<file path="src/rtl/rf_op_sequencer_pkg.sv">
// Shared constants for the register-file operation sequencer: opcodes, ALU codes,
// state encoding and the latched instruction record.
package rf_op_sequencer_pkg;

  localparam int REGW = 3;
  localparam int OPW  = 3;

  localparam logic [OPW-1:0] OP_MOVI = 3'b000;
  localparam logic [OPW-1:0] OP_MOVR = 3'b001;
  localparam logic [OPW-1:0] OP_ADD  = 3'b010;
  localparam logic [OPW-1:0] OP_CMP  = 3'b011;
  localparam logic [OPW-1:0] OP_AND  = 3'b100;
  localparam logic [OPW-1:0] OP_MVN  = 3'b101;

  localparam logic [1:0] ALU_ADD = 2'b00;
  localparam logic [1:0] ALU_SUB = 2'b01;
  localparam logic [1:0] ALU_AND = 2'b10;
  localparam logic [1:0] ALU_MVN = 2'b11;

  localparam logic [2:0] S_WAIT = 3'd0;
  localparam logic [2:0] S_LDA  = 3'd1;
  localparam logic [2:0] S_LDB  = 3'd2;
  localparam logic [2:0] S_EXEC = 3'd3;
  localparam logic [2:0] S_WREG = 3'd4;
  localparam logic [2:0] S_WIMM = 3'd5;
  localparam logic [2:0] S_ERR  = 3'd6;

  typedef struct packed {
    logic [OPW-1:0]  opcode;
    logic [REGW-1:0] rd;
    logic [REGW-1:0] rn;
    logic [REGW-1:0] rm;
    logic [1:0]      shift;
  } instr_t;

  // First state after WAIT for an accepted opcode.
  function automatic logic [2:0] first_state(input logic [OPW-1:0] op);
    case (op)
      OP_MOVI:                first_state = S_WIMM;
      OP_MOVR, OP_MVN:        first_state = S_LDB;
      OP_ADD, OP_CMP, OP_AND: first_state = S_LDA;
      default:                first_state = S_ERR;
    endcase
  endfunction

endpackage

</file>
<file path="src/rtl/rf_op_sequencer_if.sv">
// Request and datapath-control bundle of the sequencer.
// Handshake: an op is accepted on a rising edge where ready=1 and start=1; start while
// ready=0 is dropped, never queued; done/err pulse for one cycle when the op retires.
interface rf_op_sequencer_if;
  import rf_op_sequencer_pkg::*;

  logic            start;
  logic [OPW-1:0]  opcode;
  logic [REGW-1:0] rd;
  logic [REGW-1:0] rn;
  logic [REGW-1:0] rm;
  logic [1:0]      shift_in;

  logic [REGW-1:0] readnum;
  logic [REGW-1:0] writenum;
  logic            write;
  logic            loada;
  logic            loadb;
  logic            loadc;
  logic            loads;
  logic            asel;
  logic            bsel;
  logic            vsel;
  logic [1:0]      shift;
  logic [1:0]      alu_op;
  logic            ready;
  logic            done;
  logic            err;

  modport master (
    output start, opcode, rd, rn, rm, shift_in,
    input  readnum, writenum, write, loada, loadb, loadc, loads,
           asel, bsel, vsel, shift, alu_op, ready, done, err
  );

  modport slave (
    input  start, opcode, rd, rn, rm, shift_in,
    output readnum, writenum, write, loada, loadb, loadc, loads,
           asel, bsel, vsel, shift, alu_op, ready, done, err
  );
endinterface

</file>
<file path="src/rtl/rf_op_sequencer_instr_reg.sv">
// Load-enabled holding register for the accepted instruction fields.
module seq_instr_reg
  import rf_op_sequencer_pkg::*;
(
  input  logic   clk,
  input  logic   reset,
  input  logic   load,
  input  instr_t d,
  output instr_t q
);

  instr_t q_q;
  instr_t q_d;

  always_comb begin
    q_d = q_q;
    if (load) q_d = d;
  end

  always_ff @(posedge clk) begin
    if (reset) q_q <= '0;
    else       q_q <= q_d;
  end

  assign q = q_q;

endmodule

</file>
<file path="src/rtl/rf_op_sequencer.sv">
// Moore FSM that turns one register-level operation into the read/load/execute/write
// strobe sequence for the register file and datapath.
module rf_op_sequencer
  import rf_op_sequencer_pkg::*;
(
  input  logic               clk,
  input  logic               reset,
  rf_op_sequencer_if.slave   bus,
  output logic [2:0]         dbg_state
);

  logic [2:0] state_q;
  logic [2:0] state_d;
  logic       accept;
  instr_t     instr_in;
  instr_t     instr;

  logic write_raw, loada_raw, loadb_raw, loadc_raw, loads_raw;

  assign accept   = (state_q == S_WAIT) && bus.start;
  assign instr_in = '{opcode: bus.opcode, rd: bus.rd, rn: bus.rn, rm: bus.rm,
                      shift: bus.shift_in};

  seq_instr_reg u_instr_reg (
    .clk   (clk),
    .reset (reset),
    .load  (accept),
    .d     (instr_in),
    .q     (instr)
  );

  always_comb begin
    state_d = S_WAIT;
    case (state_q)
      S_WAIT:  state_d = accept ? first_state(bus.opcode) : S_WAIT;
      S_LDA:   state_d = S_LDB;
      S_LDB:   state_d = S_EXEC;
      S_EXEC:  state_d = (instr.opcode == OP_CMP) ? S_WAIT : S_WREG;
      default: state_d = S_WAIT;
    endcase
  end

  always_ff @(posedge clk) begin
    if (reset) state_q <= S_WAIT;
    else       state_q <= state_d;
  end

  always_comb begin
    bus.ready    = 1'b0;
    bus.done     = 1'b0;
    bus.err      = 1'b0;
    bus.readnum  = '0;
    bus.writenum = '0;
    bus.asel     = 1'b0;
    bus.bsel     = 1'b0;
    bus.vsel     = 1'b0;
    bus.shift    = 2'b00;
    bus.alu_op   = ALU_ADD;
    write_raw    = 1'b0;
    loada_raw    = 1'b0;
    loadb_raw    = 1'b0;
    loadc_raw    = 1'b0;
    loads_raw    = 1'b0;
    case (state_q)
      S_WAIT: bus.ready = 1'b1;
      S_LDA: begin
        bus.readnum = instr.rn;
        loada_raw   = 1'b1;
      end
      S_LDB: begin
        bus.readnum = instr.rm;
        loadb_raw   = 1'b1;
      end
      S_EXEC: begin
        bus.shift = instr.shift;
        loadc_raw = 1'b1;
        case (instr.opcode)
          OP_MOVR: bus.asel = 1'b1;
          OP_CMP: begin
            bus.alu_op = ALU_SUB;
            loads_raw  = 1'b1;
            loadc_raw  = 1'b0;
            bus.done   = 1'b1;
          end
          OP_AND:  bus.alu_op = ALU_AND;
          OP_MVN:  bus.alu_op = ALU_MVN;
          default: bus.alu_op = ALU_ADD;
        endcase
      end
      S_WREG, S_WIMM: begin
        bus.writenum = instr.rd;
        write_raw    = 1'b1;
        bus.vsel     = (state_q == S_WIMM);
        bus.done     = 1'b1;
      end
      S_ERR:   bus.err = 1'b1;
      default: ;
    endcase
  end

  // Reset arriving mid-operation must leave the register file and datapath untouched.
  assign bus.write = write_raw & ~reset;
  assign bus.loada = loada_raw & ~reset;
  assign bus.loadb = loadb_raw & ~reset;
  assign bus.loadc = loadc_raw & ~reset;
  assign bus.loads = loads_raw & ~reset;

  assign dbg_state = state_q;

endmodule

</file>
<file path="src/flat_wrapper.sv">
// flat-port wrapper written by rule: the top's interface ports become plain ports
module rf_op_sequencer_flat import rf_op_sequencer_pkg::*;
  (clk, reset, dbg_state, bus_start, bus_opcode, bus_rd, bus_rn, bus_rm, bus_shift_in, bus_readnum, bus_writenum, bus_write, bus_loada, bus_loadb, bus_loadc, bus_loads, bus_asel, bus_bsel, bus_vsel, bus_shift, bus_alu_op, bus_ready, bus_done, bus_err);
  rf_op_sequencer_if bus_i ();
  input  logic clk;
  input  logic reset;
  output logic [2:0] dbg_state;
  input wire logic [$bits(bus_i.start)-1:0] bus_start;
  input wire logic [$bits(bus_i.opcode)-1:0] bus_opcode;
  input wire logic [$bits(bus_i.rd)-1:0] bus_rd;
  input wire logic [$bits(bus_i.rn)-1:0] bus_rn;
  input wire logic [$bits(bus_i.rm)-1:0] bus_rm;
  input wire logic [$bits(bus_i.shift_in)-1:0] bus_shift_in;
  output wire logic [$bits(bus_i.readnum)-1:0] bus_readnum;
  output wire logic [$bits(bus_i.writenum)-1:0] bus_writenum;
  output wire logic [$bits(bus_i.write)-1:0] bus_write;
  output wire logic [$bits(bus_i.loada)-1:0] bus_loada;
  output wire logic [$bits(bus_i.loadb)-1:0] bus_loadb;
  output wire logic [$bits(bus_i.loadc)-1:0] bus_loadc;
  output wire logic [$bits(bus_i.loads)-1:0] bus_loads;
  output wire logic [$bits(bus_i.asel)-1:0] bus_asel;
  output wire logic [$bits(bus_i.bsel)-1:0] bus_bsel;
  output wire logic [$bits(bus_i.vsel)-1:0] bus_vsel;
  output wire logic [$bits(bus_i.shift)-1:0] bus_shift;
  output wire logic [$bits(bus_i.alu_op)-1:0] bus_alu_op;
  output wire logic [$bits(bus_i.ready)-1:0] bus_ready;
  output wire logic [$bits(bus_i.done)-1:0] bus_done;
  output wire logic [$bits(bus_i.err)-1:0] bus_err;
  assign bus_i.start = bus_start;
  assign bus_i.opcode = bus_opcode;
  assign bus_i.rd = bus_rd;
  assign bus_i.rn = bus_rn;
  assign bus_i.rm = bus_rm;
  assign bus_i.shift_in = bus_shift_in;
  assign bus_readnum = bus_i.readnum;
  assign bus_writenum = bus_i.writenum;
  assign bus_write = bus_i.write;
  assign bus_loada = bus_i.loada;
  assign bus_loadb = bus_i.loadb;
  assign bus_loadc = bus_i.loadc;
  assign bus_loads = bus_i.loads;
  assign bus_asel = bus_i.asel;
  assign bus_bsel = bus_i.bsel;
  assign bus_vsel = bus_i.vsel;
  assign bus_shift = bus_i.shift;
  assign bus_alu_op = bus_i.alu_op;
  assign bus_ready = bus_i.ready;
  assign bus_done = bus_i.done;
  assign bus_err = bus_i.err;
  rf_op_sequencer u_core (.clk(clk), .reset(reset), .bus(bus_i), .dbg_state(dbg_state));
endmodule
</file>
<file path="config.mk">
export PLATFORM = sky130hd
export DESIGN_NAME = rf_op_sequencer_flat
export DESIGN_NICKNAME = d
export VERILOG_FILES = /design/src/rtl/rf_op_sequencer_pkg.sv /design/src/rtl/rf_op_sequencer_if.sv /design/src/rtl/rf_op_sequencer_instr_reg.sv /design/src/rtl/rf_op_sequencer.sv /design/src/flat_wrapper.sv
export SDC_FILE = /design/constraint.sdc
export NUM_CORES = 1
export LEC_CHECK = 0
export CAP_MARGIN = 30
export CORE_MARGIN = 3
export CORE_UTILIZATION = 40
export CTS_BUF_LIST = sky130_fd_sc_hd__clkbuf_8
export DETAILED_ROUTE_END_ITERATION = 8
export PLACE_DENSITY = 0.79
export SLEW_MARGIN = 25
export SYNTH_ARGS = -nofsm -noshare
export SYNTH_HDL_FRONTEND = slang
export SYNTH_SLANG_ARGS = --single-unit
</file>
<file path="constraint.sdc">
create_clock -name clk -period 1.5 [get_ports clk]
set_input_delay 0.225 -clock clk [delete_from_list [all_inputs] [get_ports clk]]
set_output_delay 0.225 -clock clk [all_outputs]
set_load 0.02 [all_outputs]
</file>
Word-level counts from Yosys, hierarchy flattened
Cells that the tools add are included.

word-level totals
  register bits after elaboration = 17
  latch bits = 0
  memory bits (writable) = 0
  ROM bits = 0
  bits of input ports = 17
  output and inout port bits = 24
  word-level logic and storage cells = 55
  memories = 0

cells by class
  add/subtract/negate cells = 0
  multipliers = 0
  div/mod/pow operators = 0
  order comparisons = 0
  equality and inequality tests = 15
  shifts and indexed selects = 0
  muxes and demuxes = 22
  bitwise logic cells = 6
  reduce and logical (&&, ||, !) cells = 6

operators by type and width
  cell                                                                    number
  3-bit equality test (second input constant)                             7
  3-bit by 2-bit equality test with 1-bit output (second input constant)  5
  1-bit 2-to-1 mux                                                        12
  3-bit case mux with 4 select lines                                      1
  3-bit by 1-bit equality test with 1-bit output (second input constant)  3
  3-bit 2-to-1 mux                                                        3
  3-bit case mux with 3 select lines                                      1
  3-bit logical NOT                                                       2
  2-bit case mux with 3 select lines                                      1
  3-bit case mux with 2 select lines                                      1
  1-bit bitwise AND                                                       5
  2-bit 2-to-1 mux                                                        2
  2-bit OR reduction                                                      2
  3-bit OR reduction                                                      1
  1-bit case mux with 2 select lines                                      1
  1-bit logical AND                                                       1
  1-bit inverter                                                          1

Longest topological paths before layout
Gate-level depths: netlist of the first run.

  depth after elaboration = 5
  depth in mapped cells = 5
  depth with buffers taken out = 3

By module
From an unflattened synthesis of the first run, not the netlist that was laid out.

second synthesis, totals
  cell total of the unflattened synthesis = 96
  area, all modules = 919.6 um^2

modules (own cells, without submodules)
  module           times used  cells an instance  area each (um^2)  sequential area each (um^2)
  seq_instr_reg    1           45                 508.0             280.3
  rf_op_sequencer  1           51                 411.6             60.1

Worst setup path before layout of the first run
Ideal clock, no wire load.

  path type = register to output
  start point = register u_core.state_q[1], in the netlist u_core.dbg_state[1]
  end point = output port bus_asel
  arrival time = 1.469 ns
  required time = 1.275 ns
  slack = -0.194 ns
  cell stages (with the launch flop) = 5
  path buffers = 1
  cells stage by stage = dfxtp_1 -> buf_2 -> and3b_1 -> nand2_1 -> nor3_1

between the ends
  longest elaborated chain between the ends = 2

RTL lines
  element                                         line                   text
  start: declaration                              rf_op_sequencer.sv:12  logic [2:0] state_q;
  start signal: assignment                        rf_op_sequencer.sv:45  else state_q <= state_d;
  3-bit by 2-bit equality test with 1-bit output  rf_op_sequencer.sv:64  case (state_q)
  1-bit 2-to-1 mux                                rf_op_sequencer.sv:64
  end: declaration                                flat_wrapper.sv:21     output wire logic [$bits(bus_i.asel)-1:0] bus_asel;

No other way between the ends.

Worst setup path in the final report of the first run
  start point = register u_core.state_q[1], in the netlist u_core.dbg_state[1]
  end point = output port bus_done

between the ends
  longest elaborated chain between the ends = 3
  elaborated cells between the ends (all ways) = 5
  classes of those cells = eq/ne (3); mux (1); reduce/logical (1)

RTL lines
  element                               line                   text
  3-bit equality test                   rf_op_sequencer.sv:64
  2-bit OR reduction                    rf_op_sequencer.sv:64
  1-bit case mux with 2 select lines *  rf_op_sequencer.sv:64
  end: declaration                      flat_wrapper.sv:27     output wire logic [$bits(bus_i.done)-1:0] bus_done;

Every way passes the cells marked *; elsewhere a longest branch is shown, timed or not.

==> flow_metrics.env, run 1 <==
export IMPL_cap_viol_max_count=0
export IMPL_clk_path_buf_depth=2
export IMPL_track_usage_pct=20.4
export IMPL_ys_types=25
export IMPL_switching_share_pct=31.3
export IMPL_syn_inst=115
export IMPL_finalCriticalPeriod_ns=1.56
export IMPL_core_um2=2020
export IMPL_initial_core_util_pct=43.2
export IMPL_gp_congestion=0.862
export IMPL_vdd_drop_max_mv=0.592
export IMPL_first_iter_violations=9
export IMPL_grt_pass1_wl_um=4140
export IMPL_path_class="flip-flop to output port"
export IMPL_clk_latency_ns=0.25
export IMPL_nNetsFinal=186
export IMPL_ys_ff_latch=17
export IMPL_finalSetupTns_ns=-0.0855
export IMPL_p_int_uw=922
export IMPL_setup_viol=3
export IMPL_wl_um=2720
export IMPL_cts_max_level=1
export IMPL_comb_power_share_pct=34.8
export IMPL_place_area_um2=1400
export IMPL_synth_top_area_share_pct=39.0
export IMPL_synth_area_leaders="dfxtp_1, nand2_1, a21oi_1, and2_1, nor2_1"
export IMPL_worstSetupEndpointType="output port"
export IMPL_clock_sinks=17
export IMPL_drc=0
export IMPL_postRouteAntennaNets=0
export IMPL_grt_pass1_vias=947
export IMPL_cts_buffers_inserted=3
export IMPL_cts_root_buf="clkbuf_8"
export IMPL_antenna_found_initial=0
export IMPL_yosys_warnings=0
export IMPL_avgSynthCellArea_um2=7.59
export IMPL_fmax_mhz=642
export IMPL_grt_ovfl_total=0
export IMPL_pwr_share_seq_pct=39.8
export IMPL_outcome="complete, but fails checks"
export IMPL_setup_slack_ns=-0.0583
export IMPL_vias=983
export IMPL_cts_tree="yes"
export IMPL_firstDrtPassIters=5
export IMPL_die_area_um2=2780
export IMPL_drv_slew=0
export IMPL_die_y_um=52.7
export IMPL_critPathLaunchType="flip-flop"
export IMPL_clkPwrFrac_pct=25.4
export IMPL_dp_hpwl_um=1910
export IMPL_power_density_nw_per_um2=881
export IMPL_worst_path_max_fanout=5
export IMPL_die_w_um=52.7
export IMPL_rows=16
export IMPL_viasPerCell=5.04
export IMPL_p_sw_uw=419
export IMPL_failed_checks="setup timing"
export IMPL_cp_data_required_time_ns=1.27
export IMPL_area_growth_pct=74.2
export IMPL_grt_max_degree=17
export IMPL_seq_area_frac_synth_pct=39.0
export IMPL_diodes=0
export IMPL_rsz0062_at_grt="yes"
export IMPL_final_cell_area_um2=1520
export IMPL_fillCellCount=143
export IMPL_clkTransAtPathRegs_ns=0.07
export IMPL_drive_gt1_share_pct=44.0
export IMPL_ios=41
export IMPL_hp_class="input pin to flip-flop"
export IMPL_finalCritPeriodShare_pct=104
export IMPL_port_buffers=39
export IMPL_wl_per_cell_um=13.9
export IMPL_finalHoldViolations=0
export IMPL_cts_hold_buf=0
export IMPL_skew_ns=0.000489
export IMPL_crit_arrival_ns=1.33
export IMPL_syn_num_nets=132
export IMPL_netlist_area_um2=873
export IMPL_yosysTopAreaCell="dfxtp_1"
export IMPL_finalPower_mw=1.34
export IMPL_p_leak_nw=0.654
[cell usage in the layout, fill, tap and decap left out]
cell             instances
nand2_1                 27
buf_4                   27
clkdlybuf4s50_1         15
a21oi_1                 14
dfxtp_1                 14
and2_1                   8
buf_6                    8
nor2_2                   6
buf_2                    4
a22oi_2                  3
nand2_2                  3
nor3b_2                  3
clkbuf_8                 3
dlygate4sd2_1            3
nor3_1                   2
nand3b_1                 2
nor2b_4                  2
nor3_2                   2
a211oi_1                 2
dfxtp_4                  2
nand2b_1                 1
o21ai_4                  1
xnor2_1                  1
and3b_2                  1
nor2b_2                  1
nor2_1                   1
or2_4                    1
nor4b_4                  1
or4b_4                   1
mux2_2                   1
o21ba_1                  1
o21ai_0                  1
a21oi_2                  1
conb_1                   1
clkinv_2                 1
dlymetal6s2s_1           1
clkdlybuf4s15_2          1
dfxtp_2                  1
[timing repair]
item	in CTS	in global routing
pin swaps	1	8
endpoints found under the setup margin	38	26
resized for setup	103	28
buffers inserted	2	2
[stage by stage]
stage	util, %	hold slack [ns]	std cells	worst slack, ns
final	75.2	0.405	195	-0.0583
after global routing	75.2	0.424	195	-0.100
after CTS	70.8	0.453	193	-0.0449
after global placement	69.0	0.438	187	-0.480
after detailed placement	69.0	0.443	187	-0.516
after floorplan	-	0.361	115	0.00630
[routing by layer]
metal / share of wire (%) / global-route usage [%]
met5: 0 / 0
met4: 2.6 / 5.96
met3: 6.7 / 5.13
met2: 51 / 37.8
met1: 39 / 22.5
[final timing paths]
| path | start | endpoint | slack, ns | depth (start not counted) |
|---|---|---|---|---|
| min | reset | u_core.u_instr_reg.q[10] | 0.40 | 3 |
| min reg2reg | u_core.u_instr_reg.q[10] | u_core.u_instr_reg.q[10] | 0.45 | 2 |
| max reg2reg | u_core.dbg_state[1] | u_core.dbg_state[0] | -0.01 | 5 |
| max | u_core.dbg_state[1] | bus_done | -0.06 | 5 |
[cells by family (layout without fill, tap and decap cells)]
| kind of cell | Yosys count | count (layout) | synth area share (%) |
|---|---|---|---|
| DFF | 17 | 17 | 39.0 |
| muxes | 1 | 1 | 1.29 |
| buffers and inverters | 10 | 63 | 6.45 |
| other | 1 | 1 | 0.429 |
| and+or+nand+nor | 62 | 62 | 36.7 |
| xor gates and xnor gates | 1 | 1 | 1.00 |
| AOI/OAI and AO/OA | 23 | 23 | 15.2 |
[Yosys cell counts]
cell type / number
and2_1: 8
xnor2_1: 1
nor3b_1: 3
o21ba_1: 1
clkbuf_1: 4
buf_6: 1
nor4b_4: 1
nor2b_1: 3
or2_2: 1
nand3b_1: 2
buf_4: 2
a211oi_1: 2
and3b_1: 1
a21oi_1: 15
or4b_1: 1
dfxtp_1: 17
nand2b_1: 1
nor2_1: 7
mux2_2: 1
nand2_1: 30
nor3_1: 4
conb_1: 1
o21ai_0: 2
buf_2: 3
a22oi_1: 3
[state kept, by name (all words and copies together) (netlist names)]
| register | cells |
|---|---|
| u_core.dbg_state | 3 |
| u_core.u_instr_reg.q | 14 |
[critical path: stages, from the launching register on]
cell and delay (ns):
dfxtp_4 0.38, buf_6 0.11, nand3b_1 0.14, buf_4 0.18, o21ai_4 0.14, buf_6 0.14
[final cells by class]
type,count,area [µm²],share of cell area [%]
Clock buffer,3,41.3,2.71
Clock inverter,1,5.00,0.329
Multi-Input combinational cell,88,579,38.1
Sequential cell,17,349,22.9
Tap cell,27,33.8,2.22
Timing Repair Buffer,59,513,33.7
[power by group through the flow]
stage | Sequential [mW] | Combinational (mW) | Clock, mW
floorplan | 0.542 | 0.214 | 0
global placement | 0.536 | 0.392 | 0
CTS | 0.530 | 0.423 | 0.347
global route | 0.537 | 0.504 | 0.373
finish | 0.534 | 0.467 | 0.340
detailed placement | 0.538 | 0.401 | 0
Note: power is estimated with default switching activity, not from simulation.
==> inputs of run 2 (changes only) <==
CTS_CLUSTER_DIAMETER = 150   (was not set)
clock period = 2 ns   (was 1.5 ns; I/O delays follow)
==> flow_metrics.env, run 2 (same netlist as run 1, synthesis figures left out) <==
export IMPL_min_delay_path_depth=2
export IMPL_cts_root_buf="clkbuf_8"
export IMPL_diodes=0
export IMPL_fin_util_pct=67.0
export IMPL_port_buffers=39
export IMPL_dp_cells=179
export IMPL_viasPerCell=4.99
export IMPL_fmax_mhz=515
export IMPL_grt_ovfl_total=0
export IMPL_layout_common_cells="nand2_1, clkdlybuf4s50_1, a21oi_1, dfxtp_1, dlygate4sd2_1"
export IMPL_area_growth_pct=55.0
export IMPL_antenna_found_initial=0
export IMPL_power_density_nw_per_um2=676
export IMPL_track_usage_pct=16.7
export IMPL_outcome="complete, no violations"
export IMPL_first_iter_violations=12
export IMPL_wl_per_cell_um=11.3
export IMPL_setup_viol=0
export IMPL_cap_viol_max_count=0
export IMPL_die_area_um2=2780
export IMPL_rr_endpoint="u_core.dbg_state[0]"
export IMPL_die_w_um=52.7
export IMPL_wl_um=2080
export IMPL_drive_gt1_share_pct=13.5
export IMPL_cts_buffers_inserted=3
export IMPL_critPathLaunchType="input pin"
export IMPL_clkTransAtPathRegs_ns=0.06
export IMPL_worst_path_max_fanout=16
export IMPL_rows=16
export IMPL_postCtsSetupRepairBufs=0
export IMPL_initial_core_util_pct=43.2
export IMPL_clk_latency_ns=0.25
export IMPL_grt_pass1_vias=857
export IMPL_grt_max_degree=17
export IMPL_postRouteAntennaNets=0
export IMPL_finalHoldViolations=0
export IMPL_drv_slew=0
export IMPL_fin_cells=183
export IMPL_firstDrtPassIters=4
export IMPL_r2r_worst_path_cells=5
export IMPL_cpMaxStageDelayCell="clkdlybuf4s50_1"
export IMPL_p_leak_nw=0.607
export IMPL_pre_cts_ws_ns=-0.163
export IMPL_hp_class="flip-flop to flip-flop"
export IMPL_crit_path_max_incr_delay_ns=0.60
export IMPL_vdd_drop_max_mv=0.413
export IMPL_clock_sinks=17
export IMPL_place_area_um2=1300
export IMPL_largest_reg_flops=14
export IMPL_vias=914
export IMPL_rrSetupSlack_ns=0.48
export IMPL_ios=41
export IMPL_clk_path_buf_depth=2
export IMPL_crit_arrival_ns=1.64
export IMPL_die_y_um=52.7
export IMPL_min_to="u_core.u_instr_reg.q[10]"
export IMPL_path_class="input pin to output port"
export IMPL_finalPower_uw=915
export IMPL_rsz0062_at_grt="yes"
export IMPL_setup_slack_ns=0.0600
export IMPL_finalCritPeriodShare_pct=97.0
export IMPL_reg2reg_from="u_core.dbg_state[1]"
export IMPL_worstSetupEndpointType="output port"
export IMPL_finalSetupTns_ns=0
export IMPL_nNetsFinal=174
export IMPL_gp_congestion=0.787
export IMPL_mostFrequentLayoutCell="nand2_1"
export IMPL_critPathMostFrequentCell="clkdlybuf4s50_1"
export IMPL_fillCellCount=183
export IMPL_cts_tree="yes"
export IMPL_cp_data_required_time_ns=1.70
export IMPL_finalCriticalPeriod_ns=1.94
export IMPL_skew_ns=0.00647
export IMPL_dp_hpwl_um=1600
export IMPL_cts_max_level=1
export IMPL_crit_chain="clkdlybuf4s50_1 -> buf_4 -> nor2_1 -> clkdlybuf4s50_1"
export IMPL_grt_pass1_wl_um=3520
export IMPL_drc=0
export IMPL_final_cell_area_um2=1350
export IMPL_hold_start="u_core.u_instr_reg.q[10]"
export IMPL_timing_hold_ws_ns=0.449
export IMPL_core_um2=2020
-- run 2: cell types whose count changed in the layout (fill, tap and decap cells not counted), sizes merged --
cell | previous run | this run
buf | 39 | 8
dlygate4sd2 | 3 | 12
clkdlybuf4s15 | 1 | 0
clkdlybuf4s50 | 15 | 25
dlymetal6s2s | 1 | 2
-- run 2: worst max path at each step --
stage                                    from         to  depth (start not counted)
final                                   reset  bus_write                          4
after detailed placement                reset  bus_loada                          4
after floorplan           u_core.dbg_state[1]   bus_asel                          4
after global placement                  reset  bus_loada                          4
after CTS                 u_core.dbg_state[1]   bus_vsel                          4
after global routing      u_core.dbg_state[1]  bus_ready                          3
-- run 2: worst max-delay path, delay by kind of cell --
family	cells	cell delay (ns)
buf+inv	3	1.22
simple gates	1	0.11
-- run 2: final cells by class --
| type | instances | area (µm²) | share of cell area (%) |
|---|---|---|---|
| clock buffer | 3 | 41.3 | 3.05 |
| tap | 27 | 33.8 | 2.50 |
| timing repair buffer | 47 | 440 | 32.5 |
| sequential | 17 | 344 | 25.4 |
| clock inverter | 1 | 5.00 | 0.370 |
| multi-input combinational | 88 | 489 | 36.1 |
-- run 2: metal layers --
metal,vias to the layer above,wire length (µm),track usage (%)
met2,28,979,29.3
li1,465,-,-
met3,2,141,3.42
met4,0,12,6.38
met5,-,0,0
met1,419,943,19.7
-- run 2: repair_timing --
| action | CTS | global route |
|---|---|---|
| resized for setup | 16 | 5 |
| pin swaps | 0 | 0 |
| hold buffers | 0 | 0 |
| gates cloned | 0 | 0 |
| setup endpoints to repair | 15 | 6 |
-- run 2: where the power goes --
part	switching [mW]	total, mW	leakage (nW)	internal (mW)
Sequential	0.0310	0.403	0.141	0.372
Clock	0.112	0.250	0.0255	0.138
Combinational	0.128	0.262	0.441	0.134
==> variant, RTL diff (flow settings as in run 2) <==
Change the package constant `REGW` from 3 to 6.
--- a/src/rtl/rf_op_sequencer_pkg.sv
+++ b/src/rtl/rf_op_sequencer_pkg.sv
@@ -4,3 +4,3 @@
 
-  localparam int REGW = 3;
+  localparam int REGW = 6;
   localparam int OPW  = 3;
Ports: changed (5 resized); port bits go from 41 to 56. No check against the original RTL was run, so the function may have changed too.
==> variant against run 2 <==
  * Count of clock-buffer cells in the layout rose by 1
  * Design area is 39% higher
  * Die area rose by 37%
  * Sequential cell count rose by 9
  * Power up 41%
  * Clock power is 33% higher
  * Routed wire length rose by 57%
  * Worst setup slack better by 0.064 ns
  * Final cell count increased by 37%
  * Utilization shrank 0.90 points
  * Area after synthesis increased by 42%
  * Largest cell class unchanged
  * Largest power group unchanged
  * Highest routed layer unchanged
==> variant: results (changes against run 2) <==
The detailed-placement wirelength estimate was 2500 um (+56%). The run finished with clean final reports. For the maximum number of pins on one net before global-route repair, the log shows 25 (+8). The most critical setup path has its startpoint at u_core.dbg_state[2]. The number of violations reported at the end of detailed-routing iteration 0 came out at 63 (+51). The wire length after detailed routing is 3250 um (+57%), and the largest fanout of any net on the critical path is 12 (-4).

The number of flip-flops under the largest register name came out at 23 (+9). The number of buffers between clock root and the deepest sink is 2 (unchanged), and the via count of the first global-routing pass is 1188 (+39%). The met1 routed wirelength after detailed routing was 1330 um (+41%). The number of cells on the worst hold path works out to 2 (unchanged). Sorting the synthesized cells by how often they occur yields sky130_fd_sc_hd__nand2_1 (48), sky130_fd_sc_hd__dfxtp_1 (26), sky130_fd_sc_hd__a21oi_1 (24). The number of nets in the synthesized netlist is 189 (+43%), and the final critical-path setup slack is 0.124 ns (+0.0644 ns).

The worst hold path terminates at u_core.u_instr_reg.q[17]. The critical path arrival came out at 1.58 ns (-0.06 ns). The logs give 5 (+1) for the number of iterations in the first detailed-routing pass and 247 (+42%) for the number of nets at the end of the flow.

The logs give 26 (+4.0%) for the number of unique standard cell types used by synthesis and 0.419 (+0.0292) for the proportion of synthesized chip area in sequential cells. Reg2reg setup slack: 0.42 ns (-0.06 ns). Sorting the synthesized cells by area gives the leading types as sky130_fd_sc_hd__dfxtp_1 (42%), sky130_fd_sc_hd__nand2_1 (15%), sky130_fd_sc_hd__a21oi_1 (9.7%), sky130_fd_sc_hd__and2_1 (5.5%), sky130_fd_sc_hd__a22oi_1 (3.6%).

The final RePlAce weighted congestion was 0.770 (-2.2%); the routed length on met3 was 210 um (+49%). The worst hold margin was 0.458 ns (+0.00886 ns); the pre-CTS setup slack was -0.123 ns (+0.0398 ns). The leakage component of the power was 0.893 nW (+47%). The routed via count was 1271 (+39%). The clock-pin slew on the worst setup and hold paths is 0.08 ns (+0.02 ns). The number of buffer cells added on primary ports is 54 (+38%), and the final setup skew is 0.00228 ns (-0.00419 ns). The worst hold path belongs to the class reg2reg. The overall routing resource usage is 0.178 (+0.0106). The total met2 wirelength after detailed routing was 1690 um (+72%).

The tools report the first-pass GRT wire length as 5080 um (+44%). The worst hold path begins at u_core.u_instr_reg.q[17]. Number of buffers created by CTS: 3 (unchanged).
variant: cell types whose count changed in the layout (fill, tap and decap cells not counted), moves of 4 or more:
cell / run 2 / this run
sky130_fd_sc_hd__nand2_1: 30 / 48
sky130_fd_sc_hd__dlygate4sd2_1: 12 / 21
sky130_fd_sc_hd__clkdlybuf4s50_1: 25 / 29
sky130_fd_sc_hd__buf_4: 8 / 12
sky130_fd_sc_hd__dfxtp_1: 14 / 23
sky130_fd_sc_hd__a21oi_1: 15 / 24
variant: per-layer routing:
metal | up-vias | GRT usage
met3 | 2 | 0.0248
met4 | 0 | 0.0636
met1 | 578 | 0.222
li1 | 647 | -
met2 | 44 | 0.312
met5 | - | 0
variant: power by group:
group | total (W) | switching, W | internal [W]
clock | 0.000332 | 0.000156 | 0.000176
sequential | 0.000606 | 0.0000386 | 0.000568
combinational | 0.000350 | 0.000178 | 0.000171
variant: layout make-up:
| type | count | area [um^2] |
|---|---|---|
| Fill cell | 250 | 968 |
| Multi-Input combinational cell | 124 | 649 |
| Timing Repair Buffer | 66 | 614 |
| Sequential cell | 26 | 527 |
| Clock buffer | 4 | 55.1 |
| Tap cell | 31 | 38.8 |
variant: worst max path at each step:
stage / end / slack (ns) / cells after the start
floorplan: bus_loadb / 0.10 / 4
global placement: bus_loadc / -0.07 / 4
detailed placement: bus_loadc / -0.12 / 4
CTS: bus_shift[0] / -0.009 / 3
global route: bus_loadb / 0.02 / 4
finish: bus_ready / 0.12 / 3
variant: per-stage QoR:
step / area [um^2] / instances
after floorplan: 1240 / 163
after global placement: 1830 / 247
after detailed placement: 1830 / 247
after CTS: 1870 / 251
after global routing: 1880 / 251
final: 1880 / 251
variant: repair_timing:
item / in CTS / in global routing
pin swaps: 0 / 0
gates resized for setup: 25 / 6
endpoints found under the setup margin: 25 / 7
variant: worst max-delay path: stages, from the launching register on:
cell	delay, ns
sky130_fd_sc_hd__dfxtp_2	0.36
sky130_fd_sc_hd__buf_4	0.19
sky130_fd_sc_hd__nor3_1	0.13
sky130_fd_sc_hd__clkdlybuf4s50_1	0.63
variant: cells by family (layout without fill, tap and decap cells):
group | count (synthesis) | after routing | synth area share
other cells | 1 | 1 | 0.00302
mux | 1 | 1 | 0.00906
flops | 26 | 26 | 0.419
simple gates | 86 | 86 | 0.336
xor+xnor | 1 | 1 | 0.00705
buf+inv | 13 | 70 | 0.0645
compound gates | 35 | 35 | 0.161
